==> src/rtl/fdq_pkg.sv <==
// Shared types and constants for the fetch/decode queue.
// The optional illegal-opcode trap is enabled with the IFD_ILLEGAL_TRAP_EN macro.
package fdq_pkg;

  localparam int NUM_CLASSES = 7;

  // RV32 major opcodes that map onto a microcode ROM class
  localparam logic [6:0] OPC_R      = 7'b0110011;
  localparam logic [6:0] OPC_I      = 7'b0010011;
  localparam logic [6:0] OPC_LOAD   = 7'b0000011;
  localparam logic [6:0] OPC_STORE  = 7'b0100011;
  localparam logic [6:0] OPC_BRANCH = 7'b1100011;
  localparam logic [6:0] OPC_JAL    = 7'b1101111;
  localparam logic [6:0] OPC_JALR   = 7'b1100111;
  localparam logic [6:0] OPC_LUI    = 7'b0110111;

  // Bit positions inside the one-hot class vector
  localparam int CLS_R      = 0;
  localparam int CLS_I      = 1;
  localparam int CLS_LOAD   = 2;
  localparam int CLS_STORE  = 3;
  localparam int CLS_BRANCH = 4;
  localparam int CLS_JUMP   = 5;
  localparam int CLS_LUI    = 6;

  typedef enum logic {
    RUN  = 1'b0,
    HALT = 1'b1
  } fdq_state_e;

  // Decoder result: class one-hot plus a 4-bit ROM offset within the class
  typedef struct packed {
    logic [NUM_CLASSES-1:0] cls;
    logic [3:0]             uaddr;
  } fdq_dec_t;

  // Map an instruction word onto its microcode class and ROM offset
  function automatic fdq_dec_t fdq_decode(input logic [31:0] instr);
    fdq_dec_t d;
    d.cls   = '0;
    d.uaddr = '0;
    case (instr[6:0])
      OPC_R: begin
        d.cls[CLS_R] = 1'b1;
        d.uaddr      = {instr[30], instr[14:12]};
      end
      OPC_I: begin
        d.cls[CLS_I] = 1'b1;
        d.uaddr      = {1'b0, instr[14:12]};
      end
      OPC_LOAD: begin
        d.cls[CLS_LOAD] = 1'b1;
        d.uaddr         = {1'b0, instr[14:12]};
      end
      OPC_STORE: begin
        d.cls[CLS_STORE] = 1'b1;
        d.uaddr          = {1'b0, instr[14:12]};
      end
      OPC_BRANCH: begin
        d.cls[CLS_BRANCH] = 1'b1;
        d.uaddr           = {1'b0, instr[14:12]};
      end
      OPC_JAL: begin
        d.cls[CLS_JUMP] = 1'b1;
        d.uaddr         = 4'd0;
      end
      OPC_JALR: begin
        d.cls[CLS_JUMP] = 1'b1;
        d.uaddr         = 4'd1;
      end
      OPC_LUI: begin
        d.cls[CLS_LUI] = 1'b1;
        d.uaddr        = 4'd0;
      end
      default: ;
    endcase
    return d;
  endfunction

endpackage

==> src/rtl/fdq_fifo.sv <==
// Synchronous FIFO with flush; DEPTH must be a power of two.
// Head is read combinationally from storage, so a word pushed in one cycle
// is visible at the head the next cycle.
module fdq_fifo #(
  parameter int WIDTH = 32,
  parameter int DEPTH = 4
) (
  input  logic                       clk,
  input  logic                       reset,
  input  logic                       push,
  input  logic [WIDTH-1:0]           push_data,
  input  logic                       pop,
  input  logic                       flush,
  output logic [WIDTH-1:0]           head,
  output logic [$clog2(DEPTH+1)-1:0] count
);

  localparam int PTR_W = $clog2(DEPTH);
  localparam int CNT_W = $clog2(DEPTH+1);

  logic [WIDTH-1:0] mem [DEPTH];
  logic [PTR_W-1:0] wr_ptr;
  logic [PTR_W-1:0] rd_ptr;
  logic             full;
  logic             empty;
  logic             pop_ok;

  assign full   = (count == CNT_W'(DEPTH));
  assign empty  = (count == '0);
  assign pop_ok = pop && !empty;
  assign head   = mem[rd_ptr];

  // Pointer and occupancy bookkeeping; flush discards everything at once
  always_ff @(posedge clk or posedge reset) begin
    if (reset) begin
      wr_ptr <= '0;
      rd_ptr <= '0;
      count  <= '0;
    end else if (flush) begin
      wr_ptr <= '0;
      rd_ptr <= '0;
      count  <= '0;
    end else begin
      if (push)   wr_ptr <= wr_ptr + 1'b1;
      if (pop_ok) rd_ptr <= rd_ptr + 1'b1;
      case ({push, pop_ok})
        2'b10:   count <= count + 1'b1;
        2'b01:   count <= count - 1'b1;
        default: ;
      endcase
    end
  end

  // Storage write; contents need no reset because count gates visibility
  always_ff @(posedge clk) begin
    if (push && !flush) mem[wr_ptr] <= push_data;
  end

  // The credit scheme upstream should make overflow unreachable
  a_no_overflow: assert property (@(posedge clk) disable iff (reset)
    !(push && full && !flush));

endmodule

==> src/rtl/fetch_decode_queue.sv <==
// Fetch/decode front end: PC, credit-limited imem requests, response queue
// and head decode into a one-hot microcode class plus ROM address.
// Optional feature: define IFD_ILLEGAL_TRAP_EN to trap unclassified opcodes
// (adds the illegal_instr port and a HALT state).
module fetch_decode_queue
  import fdq_pkg::*;
#(
  parameter int               XLEN     = 32,
  parameter logic [XLEN-1:0]  RESET_PC = '0,
  parameter int               FQ_DEPTH = 4,
  parameter int               UADDR_W  = 4
) (
  input  logic                          clk,
  input  logic                          reset,
  output logic                          imem_req_valid,
  output logic [XLEN-1:0]               imem_req_addr,
  input  logic                          imem_req_ready,
  input  logic                          imem_rsp_valid,
  input  logic [31:0]                   imem_rsp_data,
  input  logic                          redirect_valid,
  input  logic [XLEN-1:0]               redirect_pc,
  output logic                          dec_valid,
  input  logic                          dec_ready,
  output logic [NUM_CLASSES-1:0]        dec_class,
  output logic [UADDR_W-1:0]            dec_uaddr,
  output logic [31:0]                   dec_instr,
  output logic [XLEN-1:0]               dec_pc,
  output logic [$clog2(FQ_DEPTH+1)-1:0] fq_count
`ifdef IFD_ILLEGAL_TRAP_EN
  ,
  output logic                          illegal_instr
`endif
);

  localparam int CNT_W = $clog2(FQ_DEPTH+1);

  logic [XLEN-1:0]  pc;
  logic [CNT_W-1:0] outstanding;
  logic [CNT_W-1:0] out_nxt;
  logic [CNT_W-1:0] drop_cnt;
  logic [CNT_W-1:0] tag_count;
  logic [CNT_W:0]   inflight;
  logic             run;
  logic             accept;
  logic             rsp_push;
  logic             pop;
  logic [XLEN-1:0]  tag_head;
  logic [31:0]      head_instr;
  logic [XLEN-1:0]  head_pc;
  fdq_dec_t         head_dec;

  // Credits: every accepted request must have a queue slot when it returns
  assign inflight       = {1'b0, outstanding} + {1'b0, fq_count};
  assign imem_req_valid = !reset && run && (inflight < (CNT_W+1)'(FQ_DEPTH));
  assign imem_req_addr  = pc;
  assign accept         = imem_req_valid && imem_req_ready;

  // Responses in a redirect cycle or while draining old requests are discarded
  assign rsp_push = imem_rsp_valid && !redirect_valid && (drop_cnt == '0);
  assign dec_valid = (fq_count != '0);
  assign pop       = dec_valid && dec_ready;

  // Outstanding count after this cycle's accept/response
  always_comb begin
    out_nxt = outstanding;
    case ({accept, imem_rsp_valid})
      2'b10:   out_nxt = outstanding + 1'b1;
      2'b01:   out_nxt = outstanding - 1'b1;
      default: ;
    endcase
  end

  // PC, in-flight request count and drop budget
  always_ff @(posedge clk or posedge reset) begin
    if (reset) begin
      pc          <= RESET_PC;
      outstanding <= '0;
      drop_cnt    <= '0;
    end else begin
      outstanding <= out_nxt;
      if (redirect_valid) begin
        pc       <= {redirect_pc[XLEN-1:2], 2'b00};
        // every request still in flight after this cycle belongs to the old path
        drop_cnt <= out_nxt;
      end else begin
        if (accept) pc <= pc + XLEN'(4);
        if (imem_rsp_valid && (drop_cnt != '0)) drop_cnt <= drop_cnt - 1'b1;
      end
    end
  end

  // Request-address FIFO: supplies the PC tag of each kept response
  fdq_fifo #(
    .WIDTH (XLEN),
    .DEPTH (FQ_DEPTH)
  ) u_tag_fifo (
    .clk       (clk),
    .reset     (reset),
    .push      (accept && !redirect_valid),
    .push_data (pc),
    .pop       (rsp_push),
    .flush     (redirect_valid),
    .head      (tag_head),
    .count     (tag_count)
  );

  // Instruction queue: {instruction, pc}
  fdq_fifo #(
    .WIDTH (32 + XLEN),
    .DEPTH (FQ_DEPTH)
  ) u_inst_fifo (
    .clk       (clk),
    .reset     (reset),
    .push      (rsp_push),
    .push_data ({imem_rsp_data, tag_head}),
    .pop       (pop),
    .flush     (redirect_valid),
    .head      ({head_instr, head_pc}),
    .count     (fq_count)
  );

  // Tags for kept responses can never outnumber requests in flight
  a_tag_bound: assert property (@(posedge clk) disable iff (reset)
    tag_count <= outstanding);

  // Head decode; outputs held at zero while the queue is empty
  always_comb begin
    head_dec  = fdq_decode(head_instr);
    dec_class = '0;
    dec_uaddr = '0;
    dec_instr = '0;
    dec_pc    = '0;
    if (dec_valid) begin
      dec_class = head_dec.cls;
      dec_uaddr = UADDR_W'(head_dec.uaddr);
      dec_instr = head_instr;
      dec_pc    = head_pc;
    end
  end

`ifdef IFD_ILLEGAL_TRAP_EN
  fdq_state_e state;
  fdq_state_e state_nxt;

  // Trap state register
  always_ff @(posedge clk or posedge reset) begin
    if (reset) state <= RUN;
    else       state <= state_nxt;
  end

  // Consuming an unclassified head halts fetch until the next redirect
  always_comb begin
    state_nxt     = state;
    run           = 1'b0;
    illegal_instr = 1'b0;
    case (state)
      RUN: begin
        run           = 1'b1;
        illegal_instr = dec_valid && (dec_class == '0);
        if (!redirect_valid && pop && (dec_class == '0)) state_nxt = HALT;
      end
      HALT: begin
        illegal_instr = 1'b1;
        if (redirect_valid) state_nxt = RUN;
      end
      default: state_nxt = RUN;
    endcase
  end
`else
  assign run = 1'b1;
`endif

endmodule
==> config.mk <==
export PLATFORM = sky130hd
export DESIGN_NAME = fetch_decode_queue
export DESIGN_NICKNAME = d
export VERILOG_FILES = /design/src/rtl/fdq_pkg.sv /design/src/rtl/fdq_fifo.sv /design/src/rtl/fetch_decode_queue.sv
export SDC_FILE = /design/constraint.sdc
export NUM_CORES = 1
export LEC_CHECK = 0
export ABC_AREA = 0
export CAP_MARGIN = 10
export CELL_PAD_IN_SITES_DETAIL_PLACEMENT = 1
export CELL_PAD_IN_SITES_GLOBAL_PLACEMENT = 2
export CORE_MARGIN = 5
export CORE_UTILIZATION = 38
export DETAILED_ROUTE_END_ITERATION = 8
export GPL_ROUTABILITY_DRIVEN = 1
export GPL_TIMING_DRIVEN = 0
export HOLD_SLACK_MARGIN = 0.15
export PLACE_DENSITY = 0.86
export SETUP_SLACK_MARGIN = 0.05
export SLEW_MARGIN = 30
export SYNTH_ARGS = -nofsm -noshare
export SYNTH_HDL_FRONTEND = slang
export SYNTH_SLANG_ARGS = --single-unit
==> constraint.sdc <==
create_clock -name clk -period 3.1 [get_ports clk]
set_clock_uncertainty 0.1 [all_clocks]
set_input_delay 0.62 -clock clk [delete_from_list [all_inputs] [get_ports clk]]
set_output_delay 0.62 -clock clk [all_outputs]
set_load 0.1 [all_outputs]
Yosys cells after proc, flatten, opt, wreduce, memory -nomap -nowiden. Memory sizes are Yosys's and may differ from the RTL's. Cells that the tools add are included.

Input port bits: 70. Memories kept: 2. Flip-flop bits (word level): 52. Bits in writable memories: 384.

Memories: u_inst_fifo.mem (depth 4, bits a word 64, read ports 1, clocked after Yosys merged registers in 0, write ports 1, RTL line fdq_fifo.sv:21) `logic [WIDTH-1:0] mem [DEPTH];`; u_tag_fifo.mem (depth 4, bits a word 32, read ports 1, clocked after Yosys merged registers in 0, write ports 1, RTL line fdq_fifo.sv:21).

$add $sub $neg: 13. Reduce and logical (&&, ||, !) cells: 30. Multiplexer cells: 33. Order comparisons: 1. Equal/unequal tests: 14.

Operator list (number): $mux W32 (4); $add A32 B3 Y32 const B (1); $eq A7 B6 Y1 const B (3); $eq A7 B7 Y1 const B (3); $pmux W3 S2 (3); $mux W2 (8); $mux W3 (4); $pmux W4 S3 (1); $reduce_bool A2 Y1 (6); $reduce_bool A3 Y1 (4); $sub A3 B1 Y3 const B (4); $logic_and A1 B1 Y1 (11); $mux W1 (11); $add A3 B1 Y3 const B (3); $logic_not A3 Y1 (3); $add A2 B1 Y2 const B (4); $eq A7 B2 Y1 const B (1); $eq A7 B5 Y1 const B (1); $mux W7 (1); $eq A2 B1 Y1 const B (3); $eq A2 B2 Y1 const B (3); $add A3 B3 Y4 (1); $logic_not A1 Y1 (4); $lt A4 B3 Y1 const B (1); 3 further kinds (3).

Logic depth before layout (Yosys ltp). Gate-level depths: netlist of the first run.

Depth in word-level cells: 8. Gate-level depth with buffers: 13. Gate-level depth less buffers: 12.

Modules after synthesis. A second synthesis of the first run with hierarchy kept.

Cell total of the unflattened synthesis: 988. Area total of the unflattened synthesis: 17915.9 um2.

Modules (own cells, without submodules): fdq_fifo at u_inst_fifo (times used 1, area each 9780.6 um2, sequential area each 7862.5 um2, cells an instance 390); fdq_fifo at u_tag_fifo (times used 1, area each 5173.7 um2, sequential area each 4018.9 um2, cells an instance 224); fetch_decode_queue (times used 1, area each 2961.6 um2, sequential area each 900.9 um2, cells an instance 374).

Worst setup path after synthesis of the first run. OpenSTA, ideal clock, no wires.

Kind: register to output. Start: register u_inst_fifo.count[0]. End: output dec_uaddr[0]. Data required time: 2.380 ns. Arrival: 4.814 ns. Slack: -2.434 ns. Stages on the path, launching flop included: 6. Cells stage by stage: dfrtp_1 nor3_1 inv_1 and2_1 nand3_1 o31ai_1.

Cells in the longest elaborated chain, start to end: 2.

RTL lines: from (decl) (RTL line fdq_fifo.sv:15) `output logic [$clog2(DEPTH+1)-1:0] count`; from (signal assigned) (RTL line fdq_fifo.sv:47) `2'b10: count <= count + 1'b1;`; from (signal assigned) (RTL line fdq_fifo.sv:48) `2'b01: count <= count - 1'b1;`; $reduce_bool A3 Y1 (RTL line fetch_decode_queue.sv:60) `assign dec_valid = (fq_count != '0);`; $mux W4 (RTL line fetch_decode_queue.sv:133) `if (dec_valid) begin`; to (decl) (RTL line fetch_decode_queue.sv:25) `output logic [UADDR_W-1:0] dec_uaddr,`.

Every way passes these cells.

Worst setup path after layout of the first run.
Start: register u_inst_fifo.rd_ptr[0]. End: output dec_class[1].

Cells in the longest elaborated chain, start to end: 4.

RTL lines: from (decl) (RTL line fdq_fifo.sv:23) `logic [PTR_W-1:0] rd_ptr;`; from (signal assigned) (RTL line fdq_fifo.sv:45) `if (pop_ok) rd_ptr <= rd_ptr + 1'b1;`; $mem_v2 Z4 W64; $eq A7 B5 Y1 (RTL line fdq_pkg.sv:42) `case (instr[6:0])`; $mux W1 (RTL line fdq_pkg.sv:42); $mux W7 (RTL line fetch_decode_queue.sv:133); to (decl) (RTL line fetch_decode_queue.sv:24) `output logic [NUM_CLASSES-1:0] dec_class,`.

Every way passes these cells.

==> insert_results.sql, run 1 <==
INSERT INTO impl_metrics (metric_group, metric, value, unit) VALUES
('floorplan', 'die_area', '48500', 'um2'),
('clock_tree', 'clock_sinks', '418', ''),
('logic_synthesis', 'synth_xor_xnor_area_share', '2.03', '%'),
('logic_synthesis', 'share_of_synthesized_area_occupied_by_flip_flops_and_latches', '73.2', '%'),
('setup_path', 'required_time_of_the_critical_path', '2380', 'ps'),
('logic_synthesis', 'synth_top_cell_by_area', 'sky130_fd_sc_hd__edfxtp_1', ''),
('global_routing', 'grt_overflow_total', '0', ''),
('setup_path', 'worst_path_cell_trace', 'buf_6 > mux4_2 > nand4bb_4 > nand2b_4 > or2_4 > nor2_4 > buf_12', ''),
('setup_path', 'worst_r2r_path_depth', '11', ''),
('place', 'dp.final_hpwl', '26800', 'um'),
('routing', 'firstDrtPassIters', '4', ''),
('routing', 'vias_per_cell', '5.08', ''),
('setup_path', 'crit_path_end_kind', 'output pin', ''),
('place', 'dpl_worst_slack', '-1160', 'ps'),
('outcome', 'run_status', 'complete, but fails checks', ''),
('sta', 'setup_slack', '-245', 'ps'),
('clock_tree', 'clock-root-buffer', 'sky130_fd_sc_hd__clkbuf_16', ''),
('sta', 'final_critical_path_share_of_the_clock_period', '108', '%'),
('global_routing', 'gr_met1_demand_resource', '22.5', '%'),
('logic_synthesis', 'yosys.area_share.adder', '1.40', '%'),
('sta', 'finalMaxSlewViolations', '0', ''),
('setup_path', 'crit_fanout', '4', ''),
('global_routing', 'grt_use_met3', '3.50', '%'),
('logic_synthesis', 'post_synth_and_or_nand_nor_area_fraction', '7.13', '%'),
('layout', 'finished_cell_area', '22500', 'um2'),
('sta', 'hold_viol', '0', ''),
('sta', 'setup_viol', '47', ''),
('setup_path', 'critical_path_arrival', '2630', 'ps'),
('power', 'power_density', '1030', 'nW/um2'),
('sta', 'worst_slew_pin_slew', '1020', 'ps'),
('setup_path', 'critPathCapture', 'dec_class[1]', ''),
('logic_synthesis', 'synth_compound_area_share', '1.65', '%'),
('logic_synthesis', 'post-synth-top-area-fraction', '65.8', '%'),
('clock_tree', 'clock_tree.buffer_depth', '3', ''),
('place', 'count_of_buffers_inserted_at_the_top_level_ports', '174', ''),
('setup_path', 'crit_buf_inv', '2', ''),
('setup_path', 'r2r_end', 'drop_cnt[1]', ''),
('sta', 'rsz_0062_raised_after_global_routing', 'yes', ''),
('logic_synthesis', 'proportion_of_synthesized_area_in_mux_cells', '12.9', '%'),
('layout', 'sequential_cell_area', '12300', 'um2'),
('global_routing', 'pin_count_of_the_biggest_net_entering_global_routing', '44', ''),
('routing', 'antenna_violating_nets_post_route', '0', ''),
('logic_synthesis', 'yosys-top-cells-count', 'sky130_fd_sc_hd__edfxtp_1 (368), sky130_fd_sc_hd__mux4_2 (92), sky130_fd_sc_hd__and2_1 (72), sky130_fd_sc_hd__dfrtp_1 (50), sky130_fd_sc_hd__nand2_1 (44)', ''),
('logic_synthesis', 'synthesis.area_per_instance', '18.7', 'um2'),
('clock_tree', 'tritoncts_clock_tree', 'yes', ''),
('power', 'power.share.clock', '24.1', '%'),
('global_routing', 'grt_antenna_before_repair', '1', ''),
('sta', 'setup_tns', '-4010', 'ps'),
('min_path', 'timing.hold.worst.class', 'input pin to async pin', ''),
('global_routing', 'grt_pass1_wl', '62900', 'um'),
('clock_tree', 'clock_insertion_delay_worst_skew', '580', 'ps'),
('layout', 'ratio_of_cells_with_drive_above_1_in_the_final_layout', '34.2', '%'),
('logic_synthesis', 'dominant_combinational_cell_family_by_area_after_synthesis', 'multiplexers', ''),
('setup_path', 'start_kind', 'register', ''),
('floorplan', 'start_util', '38.2', '%'),
('power', 'static_leakage', '7.75', 'nW'),
('floorplan', 'floorplan.core_area', '43900', 'um2'),
('setup_path', 'worst_path_dominant_cell_family', 'simple AND/OR/NAND/NOR gates', ''),
('place', 'globalplace.congestion', '0.740', ''),
('layout', 'antenna_cells', '0', ''),
('logic_synthesis', 'yosys-top-cells-area', 'sky130_fd_sc_hd__edfxtp_1 (66%), sky130_fd_sc_hd__mux4_2 (12%), sky130_fd_sc_hd__dfrtp_1 (7.4%)', ''),
('logic_synthesis', 'synthCells', '897', ''),
('setup_path', 'path_depth', '7', ''),
('run', 'drv_cap', '0', ''),
('setup_path', 'max_stage_delay', '510', 'ps'),
('sta', 'layout_min_cycle_time', '3350', 'ps'),
('layout', 'area_delta_synth_final', '34.0', '%'),
('routing', 'post-route-drc-count', '0', ''),
('outcome', 'violations', 'negative setup slack', ''),
('floorplan', 'top_level_ports', '182', ''),
('clock_tree', 'clk_pin_slew_worst_setup_hold_paths', '60', 'ps');
## stage by stage
step	hold slack, ps	power, mW	util (%)	instances
after floorplan	362	13.2	-	900
after global placement	405	15.3	44.2	1666
after detailed placement	401	15.4	44.4	1671
after CTS	245	22.6	50.2	1781
after global routing	295	24.1	51.2	1788
final	282	23.2	51.2	1788
## layer usage
layer	vias to the layer above	wire length [um]
met3	56	2220
met2	246	21200
met1	4738	17400
met4	2	858
li1	4033	-
met5	-	11
## placed cells by master, fill, tap and decap left out, types with 19 or more instances in the layout
cell type / instances
sky130_fd_sc_hd__dfrtp_1: 46
sky130_fd_sc_hd__edfxtp_1: 368
sky130_fd_sc_hd__xor2_1: 30
sky130_fd_sc_hd__clkdlybuf4s50_1: 75
sky130_fd_sc_hd__o21ai_0: 32
sky130_fd_sc_hd__buf_12: 72
sky130_fd_sc_hd__and2_4: 57
sky130_fd_sc_hd__clkbuf_1: 20
sky130_fd_sc_hd__mux4_2: 92
sky130_fd_sc_hd__buf_4: 33
sky130_fd_sc_hd__nand2_1: 44
sky130_fd_sc_hd__clkbuf_16: 44
sky130_fd_sc_hd__buf_6: 19
## flip-flops by register name, summed over array words and instances (netlist names)
| register | count |
|---|---|
| u_inst_fifo.mem | 248 |
| u_tag_fifo.rd_ptr | 2 |
| u_inst_fifo.wr_ptr | 2 |
| u_tag_fifo.mem | 120 |
| drop_cnt | 3 |
| u_inst_fifo.count | 3 |
| u_tag_fifo.wr_ptr | 2 |
| u_inst_fifo.rd_ptr | 2 |
| u_tag_fifo.count | 3 |
| imem_req_addr | 30 |
| outstanding | 3 |
## what timing repair did
item	4_1_cts	5_1_grt
cloned	6	0
pin swaps	15	20
hold buffers	0	0
endpoints found under the setup margin	211	82
buffers inserted	25	11
gates resized for setup	615	139
## power by group through the flow
stage               Combinational (mW)  Sequential, mW  Clock [mW]
detailed placement                8.51            6.86           0
global route                      11.3            6.77        6.00
global placement                  8.47            6.83           0
finish                            10.9            6.74        5.60
CTS                               10.1            6.74        5.72
floorplan                         6.07            7.18           0
## final cells by class
cell class | instances | share of cell area [%]
inverters | 15 | 0.295
flip-flops and latches | 418 | 54.7
repair buffers | 218 | 12.8
well taps | 592 | 3.29
clock buffers | 52 | 5.07
plain buffers | 44 | 1.71
multi-input cells | 421 | 20.4
clock inverters | 28 | 1.75
## how the worst min path moves through the flow
stage / start / endpoint / slack [ps] / depth (start not counted)
2_1_floorplan: outstanding[2] / outstanding[2] / 360 / 1
3_3_place_gp: outstanding[2] / outstanding[2] / 410 / 1
3_5_place_dp: outstanding[2] / outstanding[2] / 400 / 1
4_1_cts: reset / u_inst_fifo.wr_ptr[1] / 240 / 2
5_1_grt: reset / u_inst_fifo.wr_ptr[1] / 290 / 2
6_report: reset / u_inst_fifo.wr_ptr[1] / 280 / 2
## cell families (layout without fill, tap and decap cells)
family | after synthesis | after routing
other | 1 | 4
AND/OR/NAND/NOR | 212 | 212
buffers and inverters | 61 | 357
adder cells (fa/ha/maj) | 17 | 17
flip-flops | 418 | 418
AO/OA/AOI/OAI | 48 | 48
XOR/XNOR | 39 | 39
multiplexers | 101 | 101
Power figures use the tool's default switching activity.
==> run 2: changes to the inputs <==
- RECOVER_POWER: default -> 100
==> insert_results.sql, run 2 (synthesis gave the netlist of run 1 again) <==
INSERT INTO impl_metrics (metric_group, metric, value, unit) VALUES
('outcome', 'run_status', 'complete, but fails checks', ''),
('outcome', 'violations', 'negative setup slack', ''),
('place', 'globalplace.congestion', '0.740', ''),
('place', 'count_of_buffers_inserted_at_the_top_level_ports', '174', ''),
('clock_tree', 'clock_insertion_delay_worst_skew', '570', 'ps'),
('floorplan', 'fp.dieH', '220', 'um'),
('run', 'drv_cap', '0', ''),
('floorplan', 'rows', '77', ''),
('sta', 'rsz_0062_raised_after_global_routing', 'yes', ''),
('routing', 'firstDrtPassIters', '4', ''),
('layout', 'area_delta_synth_final', '32.7', '%'),
('setup_path', 'worst_r2r_path_depth', '7', ''),
('clock_tree', 'clock_tree.buffer_depth', '3', ''),
('layout', 'nNetsFinal', '1249', ''),
('routing', 'drt_wl_total', '41700', 'um'),
('place', 'post-place-cells', '1671', ''),
('setup_path', 'start_kind', 'register', ''),
('power', 'share_comb_of_total_power', '46.7', '%'),
('global_routing', 'first_global_vias', '10100', ''),
('setup_path', 'r2r_end', 'imem_req_addr[29]', ''),
('layout', 'antenna_cells', '0', ''),
('setup_path', 'required_time_of_the_critical_path', '2380', 'ps'),
('sta', 'setup_viol', '51', ''),
('routing', 'antenna_violating_nets_post_route', '0', ''),
('sta', 'finalMaxSlewViolations', '0', ''),
('setup_path', 'worst_path_dominant_cell_family', 'simple AND/OR/NAND/NOR gates', ''),
('global_routing', 'grt_pass1_wl', '62900', 'um'),
('clock_tree', 'clock_sinks', '418', ''),
('setup_path', 'r2r_setup_slack', '-60', 'ps'),
('clock_tree', 'clock_tree.htree_level_count', '2', ''),
('place', 'placement.cell_area', '19500', 'um2'),
('clock_tree', 'cts_inserted_buffers', '44', ''),
('global_routing', 'grt_antenna_before_repair', '2', ''),
('min_path', 'timing.hold.worst.class', 'input pin to async pin', ''),
('place', 'dp.final_hpwl', '26800', 'um'),
('sta', 'worst_slew_pin_slew', '1230', 'ps'),
('routing', 'post-route-drc-count', '0', ''),
('setup_path', 'max_stage_delay', '510', 'ps'),
('floorplan', 'die_area', '48500', 'um2'),
('clock_tree', 'tritoncts_clock_tree', 'yes', ''),
('global_routing', 'pin_count_of_the_biggest_net_entering_global_routing', '44', ''),
('clock_tree', 'clock-root-buffer', 'sky130_fd_sc_hd__clkbuf_16', ''),
('setup_path', 'crit_path_end_kind', 'output pin', ''),
('layout', 'layout_common_cells', 'sky130_fd_sc_hd__edfxtp_1 (368), sky130_fd_sc_hd__mux4_2 (92), sky130_fd_sc_hd__buf_12 (72)', ''),
('floorplan', 'floorplan.core_area', '43900', 'um2'),
('setup_path', 'critical_path_class', 'register to output pin', ''),
('layout', 'finished_cell_area', '22300', 'um2'),
('layout', 'ratio_of_cells_with_drive_above_1_in_the_final_layout', '33.6', '%'),
('sta', 'layout_min_cycle_time', '3350', 'ps'),
('floorplan', 'die_width', '220', 'um'),
('layout', 'post_layout_nonfiller_instances', '1788', ''),
('sta', 'final_critical_path_share_of_the_clock_period', '108', '%'),
('power', 'peakVddDrop', '0.000748', 'V'),
('sta', 'fmax', '299', 'MHz'),
('power', 'seq_power_share', '29.1', '%'),
('power', 'total_switching_power', '9.27', 'mW'),
('routing', 'via_count', '9030', ''),
('routing', 'routedWlPerCell', '23.3', 'um'),
('power', 'power.share.clock', '24.2', '%'),
('power', 'power_density', '1040', 'nW/um2'),
('setup_path', 'critical-path-slowest-cell', 'sky130_fd_sc_hd__mux4_2', ''),
('clock_tree', 'clk_pin_slew_worst_setup_hold_paths', '60', 'ps'),
('setup_path', 'critical_path_arrival', '2630', 'ps'),
('floorplan', 'top_level_ports', '182', ''),
('sta', 'setup_slack', '-245', 'ps'),
('sta', 'max_slew_margin', '18.1', '%'),
('layout', 'largest_reg_flops', '248', ''),
('power', 'finalPower', '23.2', 'mW'),
('layout', 'mostFrequentLayoutCell', 'sky130_fd_sc_hd__edfxtp_1', ''),
('global_routing', 'global_route.usage.total', '17.2', '%'),
('setup_path', 'worst_path_cell_trace', 'buf_6 > mux4_2 > nand4bb_4 > nand2b_4 > or2_4 > nor2_4 > buf_12', ''),
('setup_path', 'crit_buf_inv', '2', ''),
('global_routing', 'grt_overflow_total', '0', ''),
('routing', 'vias_per_cell', '5.05', ''),
('layout', 'registers.top_by_ff_count', 'u_inst_fifo.mem', ''),
('setup_path', 'reg2reg_from', 'u_inst_fifo.count[2]', ''),
('layout', 'fill_cells', '4064', ''),
('floorplan', 'start_util', '38.2', '%'),
('power', 'static_leakage', '7.55', 'nW'),
('sta', 'hold_viol', '0', ''),
('routing', 'dr.first_iter.drc_count', '591', ''),
('power', 'cellInternalPower', '13.9', 'mW'),
('setup_path', 'crit_fanout', '4', ''),
('clock_tree', 'cts_hold_buf', '0', ''),
('power', 'netSwitchingFraction', '40.0', '%');
==> run 2: changes by cell type in the layout (fill, tap and decap cells not counted), sizes merged <==
cell / previous run / this run
clkinvlp: 4 / 5
dlygate4sd2: 16 / 0
inv: 17 / 16
buf: 141 / 129
dlygate4sd3: 0 / 36
clkbuf: 73 / 109
dlymetal6s2s: 8 / 0
clkdlybuf4s50: 75 / 39
==> run 2: repair_timing <==
| item | 4_1_cts | 5_1_grt |
|---|---|---|
| setup buffers | 25 | 11 |
| pin swaps | 15 | 20 |
| cloned | 6 | 0 |
| endpoints found under the setup margin | 211 | 82 |
| gates resized for setup | 615 | 139 |
==> run 2: worst max-delay path by stage <==
stage                           from  cells past startpoint  slack [ps]      endpoint
2_1_floorplan  u_inst_fifo.rd_ptr[0]                      5        -260  dec_uaddr[2]
6_report       u_inst_fifo.rd_ptr[0]                      7        -250  dec_class[1]
5_1_grt        u_inst_fifo.rd_ptr[0]                      7        -330  dec_class[1]
3_3_place_gp   u_inst_fifo.rd_ptr[1]                      6       -1240    dec_pc[23]
3_5_place_dp   u_inst_fifo.rd_ptr[1]                      6       -1160    dec_pc[23]
4_1_cts        u_inst_fifo.rd_ptr[0]                      6        -260  dec_uaddr[2]
==> run 2: worst reg2reg max path, cell delays in order, from the launching register on <==
cell and delay [ps]:
sky130_fd_sc_hd__dfrtp_1 460, sky130_fd_sc_hd__ha_1 340, sky130_fd_sc_hd__or4_1 580, sky130_fd_sc_hd__nor3_2 690
sky130_fd_sc_hd__clkbuf_4 400, sky130_fd_sc_hd__nand4_1 120, sky130_fd_sc_hd__xor2_1 190, sky130_fd_sc_hd__o21ai_0 180
==> run 2: area by class of cell <==
cell class,instances,area [um2],area share [%]
timing repair buffer,218,2710,12.2
buffer,44,380,1.71
clock buffer,52,1140,5.12
tap,592,741,3.32
clock inverter,28,394,1.77
multi-input combinational,421,4560,20.4
sequential,418,12300,55.2
inverter,15,62.6,0.281
==> run 2: layer usage <==
metal / global-route usage (%) / vias up / routed length [um]
li1: - / 4035 / -
met1: 22.5 / 4678 / 17200
met2: 29.5 / 259 / 21300
met3: 3.50 / 56 / 2390
met4: 4.81 / 2 / 863
met5: 0 / - / 11
==> run 2: through the flow <==
stage	setup TNS, ps	setup WS, ps	hold slack [ps]	util (%)
after floorplan	-844	-262	362	-
after global placement	-225690	-1240	405	44.2
after detailed placement	-104500	-1160	401	44.4
after CTS	-5360	-263	245	50.2
after global routing	-18590	-326	438	50.7
final	-4280	-245	417	50.7
==> run 2: power groups by stage <==
stage	clock network (mW)	logic, mW	registers, mW
3_5_place_dp	0	8.51	6.86
6_report	5.61	10.8	6.74
4_1_cts	5.72	10.1	6.74
5_1_grt	6.00	11.2	6.77
3_3_place_gp	0	8.47	6.83
2_1_floorplan	0	6.07	7.18
